[config.mk]
export PLATFORM = sky130hd
export DESIGN_NAME = seq_divider_16
export DESIGN_NICKNAME = d
export VERILOG_FILES = /design/src/rtl/seq_divider_16.sv
export SDC_FILE = /design/constraint.sdc
export NUM_CORES = 1
export LEC_CHECK = 0
export CORE_UTILIZATION = 55
export CTS_CLUSTER_SIZE = 25
export DETAILED_ROUTE_END_ITERATION = 6
export PLACE_DENSITY = 0.82
export SLEW_MARGIN = 25
export SYNTH_ARGS = -nofsm -noshare
export SYNTH_HDL_FRONTEND = slang
export SYNTH_SLANG_ARGS = --single-unit
[constraint.sdc]
create_clock -name clk -period 3.9 [get_ports clk]
set_input_delay 0.78 -clock clk [delete_from_list [all_inputs] [get_ports clk]]
set_output_delay 0.78 -clock clk [all_outputs]
set_load 0.01 [all_outputs]
[src/rtl/seq_divider_16.sv]
// Iterative restoring divider, one quotient bit per clock, with a start/busy/done handshake.
// Define SIGNED_DIV_EN for two's-complement operands (truncating division); the default build is unsigned only.
module seq_divider_16 #(
    parameter int WIDTH = 16
) (
    input  logic             clk,
    input  logic             rst,
    input  logic             start,
    input  logic [WIDTH-1:0] dividend,
    input  logic [WIDTH-1:0] divisor,
    output logic             busy,
    output logic             done,
    output logic [WIDTH-1:0] quotient,
    output logic [WIDTH-1:0] remainder,
    output logic             div_by_zero
);

    localparam int CW = $clog2(WIDTH + 1);

    typedef enum logic [1:0] {
        IDLE = 2'd0,
        RUN  = 2'd1,
        DONE = 2'd2
    } state_t;

    state_t           state_q, state_d;
    logic [WIDTH-1:0] q_q, q_d;
    logic [WIDTH-1:0] d_q, d_d;
    logic [WIDTH:0]   r_q, r_d;
    logic [CW-1:0]    cnt_q, cnt_d;
    logic             dz_q, dz_d;

    logic [WIDTH-1:0] quot_hold_q, rem_hold_q;
    logic             dz_hold_q;

    logic [WIDTH-1:0] dvd_load, dsr_load;
    logic [WIDTH-1:0] quot_res, rem_res;
    logic [WIDTH:0]   s_w;
    logic [WIDTH+1:0] t_w;
    logic             t_neg;

    // The restored remainder is always below D, so its top bit never carries information out.
    logic unused_r_msb;
    assign unused_r_msb = r_q[WIDTH];

    assign s_w   = {r_q[WIDTH-1:0], q_q[WIDTH-1]};
    assign t_w   = {1'b0, s_w} + ~{2'b00, d_q} + {{(WIDTH+1){1'b0}}, 1'b1};
    assign t_neg = t_w[WIDTH+1];

`ifdef SIGNED_DIV_EN
    logic neg_quot_q, neg_quot_d;
    logic neg_rem_q, neg_rem_d;

    assign dvd_load = dividend[WIDTH-1] ? -dividend : dividend;
    assign dsr_load = divisor[WIDTH-1]  ? -divisor  : divisor;

    // Divide-by-zero keeps the dividend magnitude in Q, so re-apply its sign for the remainder.
    always_comb begin
        if (dz_q) begin
            quot_res = '1;
            rem_res  = neg_rem_q ? -q_q : q_q;
        end else begin
            quot_res = neg_quot_q ? -q_q : q_q;
            rem_res  = neg_rem_q ? -r_q[WIDTH-1:0] : r_q[WIDTH-1:0];
        end
    end
`else
    assign dvd_load = dividend;
    assign dsr_load = divisor;

    always_comb begin
        if (dz_q) begin
            quot_res = '1;
            rem_res  = q_q;
        end else begin
            quot_res = q_q;
            rem_res  = r_q[WIDTH-1:0];
        end
    end
`endif

    always_comb begin
        state_d = state_q;
        q_d     = q_q;
        d_d     = d_q;
        r_d     = r_q;
        cnt_d   = cnt_q;
        dz_d    = dz_q;
`ifdef SIGNED_DIV_EN
        neg_quot_d = neg_quot_q;
        neg_rem_d  = neg_rem_q;
`endif
        case (state_q)
            IDLE: begin
                if (start) begin
                    q_d     = dvd_load;
                    d_d     = dsr_load;
                    r_d     = '0;
                    cnt_d   = CW'(WIDTH);
                    dz_d    = (divisor == '0);
                    state_d = (divisor == '0) ? DONE : RUN;
`ifdef SIGNED_DIV_EN
                    neg_quot_d = dividend[WIDTH-1] ^ divisor[WIDTH-1];
                    neg_rem_d  = dividend[WIDTH-1];
`endif
                end
            end
            RUN: begin
                r_d   = t_neg ? s_w : t_w[WIDTH:0];
                q_d   = {q_q[WIDTH-2:0], ~t_neg};
                cnt_d = cnt_q - CW'(1);
                if (cnt_q == CW'(1)) begin
                    state_d = DONE;
                end
            end
            DONE: begin
                state_d = IDLE;
            end
            default: begin
                state_d = IDLE;
            end
        endcase
    end

    always_ff @(posedge clk or posedge rst) begin
        if (rst) begin
            state_q <= IDLE;
            q_q     <= '0;
            d_q     <= '0;
            r_q     <= '0;
            cnt_q   <= '0;
            dz_q    <= 1'b0;
`ifdef SIGNED_DIV_EN
            neg_quot_q <= 1'b0;
            neg_rem_q  <= 1'b0;
`endif
        end else begin
            state_q <= state_d;
            q_q     <= q_d;
            d_q     <= d_d;
            r_q     <= r_d;
            cnt_q   <= cnt_d;
            dz_q    <= dz_d;
`ifdef SIGNED_DIV_EN
            neg_quot_q <= neg_quot_d;
            neg_rem_q  <= neg_rem_d;
`endif
        end
    end

    // Results are presented live during DONE and captured so they hold until the next DONE.
    always_ff @(posedge clk or posedge rst) begin
        if (rst) begin
            quot_hold_q <= '0;
            rem_hold_q  <= '0;
            dz_hold_q   <= 1'b0;
        end else if (state_q == DONE) begin
            quot_hold_q <= quot_res;
            rem_hold_q  <= rem_res;
            dz_hold_q   <= dz_q;
        end
    end

    assign busy        = (state_q == RUN);
    assign done        = (state_q == DONE);
    assign quotient    = (state_q == DONE) ? quot_res : quot_hold_q;
    assign remainder   = (state_q == DONE) ? rem_res  : rem_hold_q;
    assign div_by_zero = (state_q == DONE) ? dz_q     : dz_hold_q;

endmodule
# [Yosys cells after proc, flatten, opt, wreduce, memory -nomap -nowiden]
# Index checks and enable logic that the tools add are counted.
[totals] ff_bits=89 inputBits=35 output_inout_bits=35
[classes] add_sub_neg=3 eq_ne=5 muxes=16 bitwise=2 reduce_logical=6
[ops] op="2-to-1 mux 16 bit" n=7
[ops] op="one-hot mux 16 bit (2 select lines)" n=2
[ops] op="adder 17 x 18 -> 18 bit" n=1
[ops] op="adder 18 x 1 -> 18 bit (second input constant)" n=1
[ops] op="inverter 16 -> 18 bit" n=1
[ops] op="zero test 16 bit" n=1
[ops] op="one-hot mux 5 bit (2 select lines)" n=1
[ops] op="2-to-1 mux 2 bit" n=3
[ops] op="AND reduction 2 bit" n=3
[ops] op="== test 5 x 1 -> 1 bit (second input constant)" n=1
[ops] op="2-to-1 mux 5 bit" n=1
[ops] op="subtractor 5 x 1 -> 5 bit (second input constant)" n=1
[ops] op="one-hot mux 2 bit (2 select lines)" n=1
[ops] op="== test 2 x 1 -> 1 bit (second input constant)" n=1
[ops] op="== test 2 bit (second input constant)" n=1
[ops] op="zero test 2 bit" n=1
[ops] op="!= test 2 x 1 -> 1 bit (second input constant)" n=1
[ops] op="!= test 2 bit (second input constant)" n=1
[ops] op="nonzero test 2 bit" n=1
[ops] op="2-to-1 mux 1 bit" n=1
[ops] op="inverter 1 bit" n=1

# [Logic depth before layout (Yosys ltp)]
[logic_depth] depth_word=5 ltp_mapped=10 ltp_nobuf=10

# [Worst setup path before layout]
# OpenSTA, ideal clock, no wires.
[synth_path] path_type="reg-to-reg" from="register q_q[15]" to="register r_q[10]" setup_time_ps=135 arrival_ps=2299 slack_ps=1466 stages_incl_launch_ff=11 n_path_buf=0 path_cell_list="dfrtp_1 > inv_1 > ha_1 > inv_1 > fa_1 > a21o_1 > a221oi_2 > o21ai_0 > a311o_1 > nand3_1 > o211ai_1"
[synth_via] elab_chain_cells=4
[synth_rtl] element="start: declaration" line_no="27" source="logic [WIDTH-1:0] q_q, q_d;"
[synth_rtl] element="start signal: assignment" line_no="139" source="q_q <= q_d;"
[synth_rtl] element="adder 17 x 18 -> 18 bit" line_no="47" source="assign t_w = {1'b0, s_w} + ~{2'b00, d_q} + {{(WIDTH+1){1'b0}}, 1'b1};"
[synth_rtl] element="adder 18 x 1 -> 18 bit" line_no="47"
[synth_rtl] element="2-to-1 mux 16 bit" line_no="109" source="r_d = t_neg ? s_w : t_w[WIDTH:0];"
[synth_rtl] element="one-hot mux 16 bit (2 select lines)" line_no="93" source="case (state_q)"
[synth_rtl] element="end signal: assignment" line_no="141" source="r_q <= r_d;"
[synth_rtl] element="end: declaration" line_no="29" source="logic [WIDTH:0] r_q, r_d;"
# No other way between the ends.
# A chain may end at the register's enable or synchronous reset.

# [Worst setup path in the final report]
[layout_path] from="register dz_q" to="output port remainder[0]"
[layout_via] elab_chain_cells=2
[layout_rtl] element="start: declaration" line_no="31" source="logic dz_q, dz_d;"
[layout_rtl] element="start signal: assignment" line_no="143" source="dz_q <= dz_d;"
[layout_rtl] element="2-to-1 mux 16 bit" line_no="72" source="if (dz_q) begin"
[layout_rtl] element="2-to-1 mux 16 bit"
[layout_rtl] element="end: declaration" line_no="14" source="output logic [WIDTH-1:0] remainder,"
# No other way between the ends.

==> impl_metrics.csv <==
group,metric,value,unit
run_status,status,"finished, final reports clean",
cts,cts_sinks,89,
setup_path,crit_buf_inv,2,
yosys,syn-cell-area,4922,sq um
die,die_y,96.60,microns
yosys,synth_ff_type,"dfrtp_1",
global_route,first_global_vias,4044,
pwr,total_power,0.005359,W
layout,drive_above_1_share,0.07895,
setup_path,rrSetupSlack,1190,ps
placement,io_buffers,69,
setup_path,path_cells,"buf_4 -> mux2i_1 -> o21ai_0 -> clkdlybuf4s50_1",
cts,post_cts_resized,0,
sta,worst_pin_slew,587.7,ps
pwr,ir_drop,487.8,uV
sta,grt_setup_unrepaired,"no",
sta,fin_skew,15.45,ps
min_path,min_from,"rem_hold_q[11]",
routing,drc,0,
sta,slew_violations,0,
routing,via_per_inst,6.000,
sta,setup_viol,0,
min_path,hold_path.class,"reg2reg",
yosys,synth_edf_count,0,
die,placementRows,34,
setup_path,reg2reg_from,"r_q[11]",
yosys,synth_nets,597,
layout,syn_to_final_growth,20.16,%
routing,drt-total-wl,11.93,mm
yosys,synth_seq_cells,89,
die,initial_core_util,0.5672,
layout,insertedDiodeCount,0,
min_path,hold_end,"rem_hold_q[11]",
yosys,async_flop_share,1.000,
setup_path,critical_path_class,"reg2out",
global_route,antenna_found_initial,0,
routing,drt_pass1_iterations,5,
layout,fin_nets,657,
routing,num_vias,4296,
setup_path,critical-path-top-delay-family,"buffers and inverters",
yosys,synth.distinct_cells,63,
cts,cts_tree,"built",
die,coreArea,8678,sq um
yosys,yosysSeqAreaShare,0.4525,
cts,path_clk_slew,90,ps
global_route,grt_overflow,0,
layout,nFillCells,685,
cts,clock_tree.buffer_depth,2,
setup_path,cp.required,3120,ps
min_path,worstHoldPathCells,2,
routing,wire_per_inst,16.67,microns
die,die_area,9332,sq um
global_route,grt_use_total,0.2625,
job,drv_cap,0,
die,io_pins,70,
die,chipWidth,96.60,microns
yosys,synth_cells,543,
sta,hold_viol_final,0,
setup_path,crit_path_end_kind,"output pin",
sta,period_needed,3113,ps
placement,place.gp.congestion,0.9158,
sta,hold_ws,500.3,ps
yosys,synth_top_area_share,0.4525,
cts,worst_skew_pair.late_latency,370,ps
yosys,ys_top_cells_by_area,"dfrtp_1, o21ai_0, nand2_1",
sta,slew_headroom,0.6082,
setup_path,max_stage_delay,590,ps
routing,ant_nets,0,
setup_path,worst_setup_path_start_kind,"register",
routing,drt-initial-drc-count,290,
layout,final_cells,716,
pwr,p_leak,2.530,nW
setup_path,rr_worst_depth,7,
sta,finalSetupTns,0,ps
global_route,grt_max_degree,67,
yosys,ys_warn_count,0,
layout,regArea,2227,sq um
cts,root_buffer,"clkbuf_8",
placement,hpwl,8.588,mm
setup_path,r2r_end,"r_q[9]",
layout,multiInputGateArea,2477,sq um
cts,post_cts_buffers,0,
cts,numCtsBuffers,9,
sta,finalCritPeriodShare,0.7981,
placement,dp_cells,700,
setup_path,path_max_fanout,28,
setup_path,cp.arrival,2330,ps
pwr,powerDensity,906.2,nW/um^2
yosys,synth_top_area_cell,"dfrtp_1",
sta,fmax,321.3,MHz
cts,ctsHoldBuffers,0,
setup_path,cp_num_cells,4,
cts,htreeDepth,3,
yosys,avgSynthCellArea,9.065,sq um
global_route,grt_pass1_wl,19.95,mm
setup_path,crit_path_top_delay_cell,"clkdlybuf4s50_1",
## synthesized netlist by cell type, drive strengths merged, types with 4 or more instances
| cell | count |
|---|---|
| nor2b | 20 |
| xor2 | 5 |
| nor2 | 31 |
| mux2i | 17 |
| nand2 | 86 |
| a22oi | 15 |
| and2 | 5 |
| nor4 | 4 |
| a21o | 11 |
| o211ai | 11 |
| nor3 | 7 |
| o31ai | 5 |
| nand3 | 6 |
| inv | 24 |
| ha | 18 |
| a21oi | 29 |
| dfrtp | 89 |
| a211oi | 4 |
| o21ai | 76 |
| clkbuf | 29 |
## per-layer routing
| metal | track usage | part of all wire |
|---|---|---|
| met3 | 0.03396 | 0.064 |
| met4 | 0.08381 | 0.016 |
| met1 | 0.3619 | 0.44 |
| met5 | 0 | 0 |
| met2 | 0.4317 | 0.48 |
## report_power, final
group	switching [W]	internal [W]	leakage [nW]
Sequential	0.000289	0.00133	1.13
Clock	0.000368	0.000266	0.102
Combinational	0.00177	0.00135	1.30
Total	0.00242	0.00294	2.53
## state kept, by name (all words and copies together) (netlist names)
name / flops
d_q: 16
q_q: 16
quot_hold_q: 16
r_q: 16
rem_hold_q: 16
cnt_q: 5
state_q: 2
dz_hold_q: 1
dz_q: 1
## worst max-delay path by stage
stage	startpoint	end	slack [ps]
detailed placement	dz_q	remainder[1]	1170
global route	dz_q	remainder[1]	640
finish	dz_q	remainder[0]	790
floorplan	rst	cnt_q[0]	810
global placement	dz_q	remainder[0]	1240
CTS	dz_q	remainder[1]	780
## placed cells by master (no fill, tap or decap), types with 4 or more instances in the layout
master	synthesis	routed
ha_1	18	18
clkdlybuf4s50_1	0	69
nor3_1	7	7
a21oi_1	27	27
nand3_1	6	6
nand2_1	85	84
buf_4	1	12
mux2i_1	17	17
o21ai_0	76	76
clkbuf_8	0	10
nor2_1	31	31
dfrtp_1	89	89
o31ai_1	4	4
a22oi_1	15	15
o211ai_1	11	11
a21o_1	9	9
xor2_1	5	5
nor4_1	4	4
inv_1	24	23
nor2b_1	20	20
## through the flow
stage | area, sq um | utilization | worst slack [ps]
final | 5914 | 0.6815 | 787.5
after global routing | 5914 | 0.6815 | 639.0
after CTS | 5914 | 0.6815 | 778.0
after detailed placement | 5719 | 0.6590 | 1172
after global placement | 5715 | 0.6586 | 1243
after floorplan | 4922 | - | 813.1
## worst reg2reg max path, cell delays in order, from the launching register on
cell      delay (ps)
dfrtp_1          460
ha_1             460
nand2_1          150
nor2_1           230
o311ai_4         200
a21oi_2          530
nor2_1           220
o311ai_0         350
## area by class of cell
class | count | share of cell area
Tap cell | 108 | 0.02285
Clock buffer | 10 | 0.02327
Clock inverter | 6 | 0.009731
Timing Repair Buffer | 81 | 0.1320
Sequential cell | 89 | 0.3766
Inverter | 25 | 0.01671
Multi-Input combinational cell | 397 | 0.4189
## cell families (layout without fill, tap and decap cells)
group,count (synthesis),after routing,share of synthesized area
and+or+nand+nor,178,178,0.1693
buffers and inverters,57,122,0.04474
AOI/OAI and AO/OA,174,174,0.2326
adders and majority gates,19,19,0.04982
xor gates and xnor gates,8,8,0.01424
muxes,18,18,0.03686
DFF,89,89,0.4525
Power figures use the tool's default switching activity.
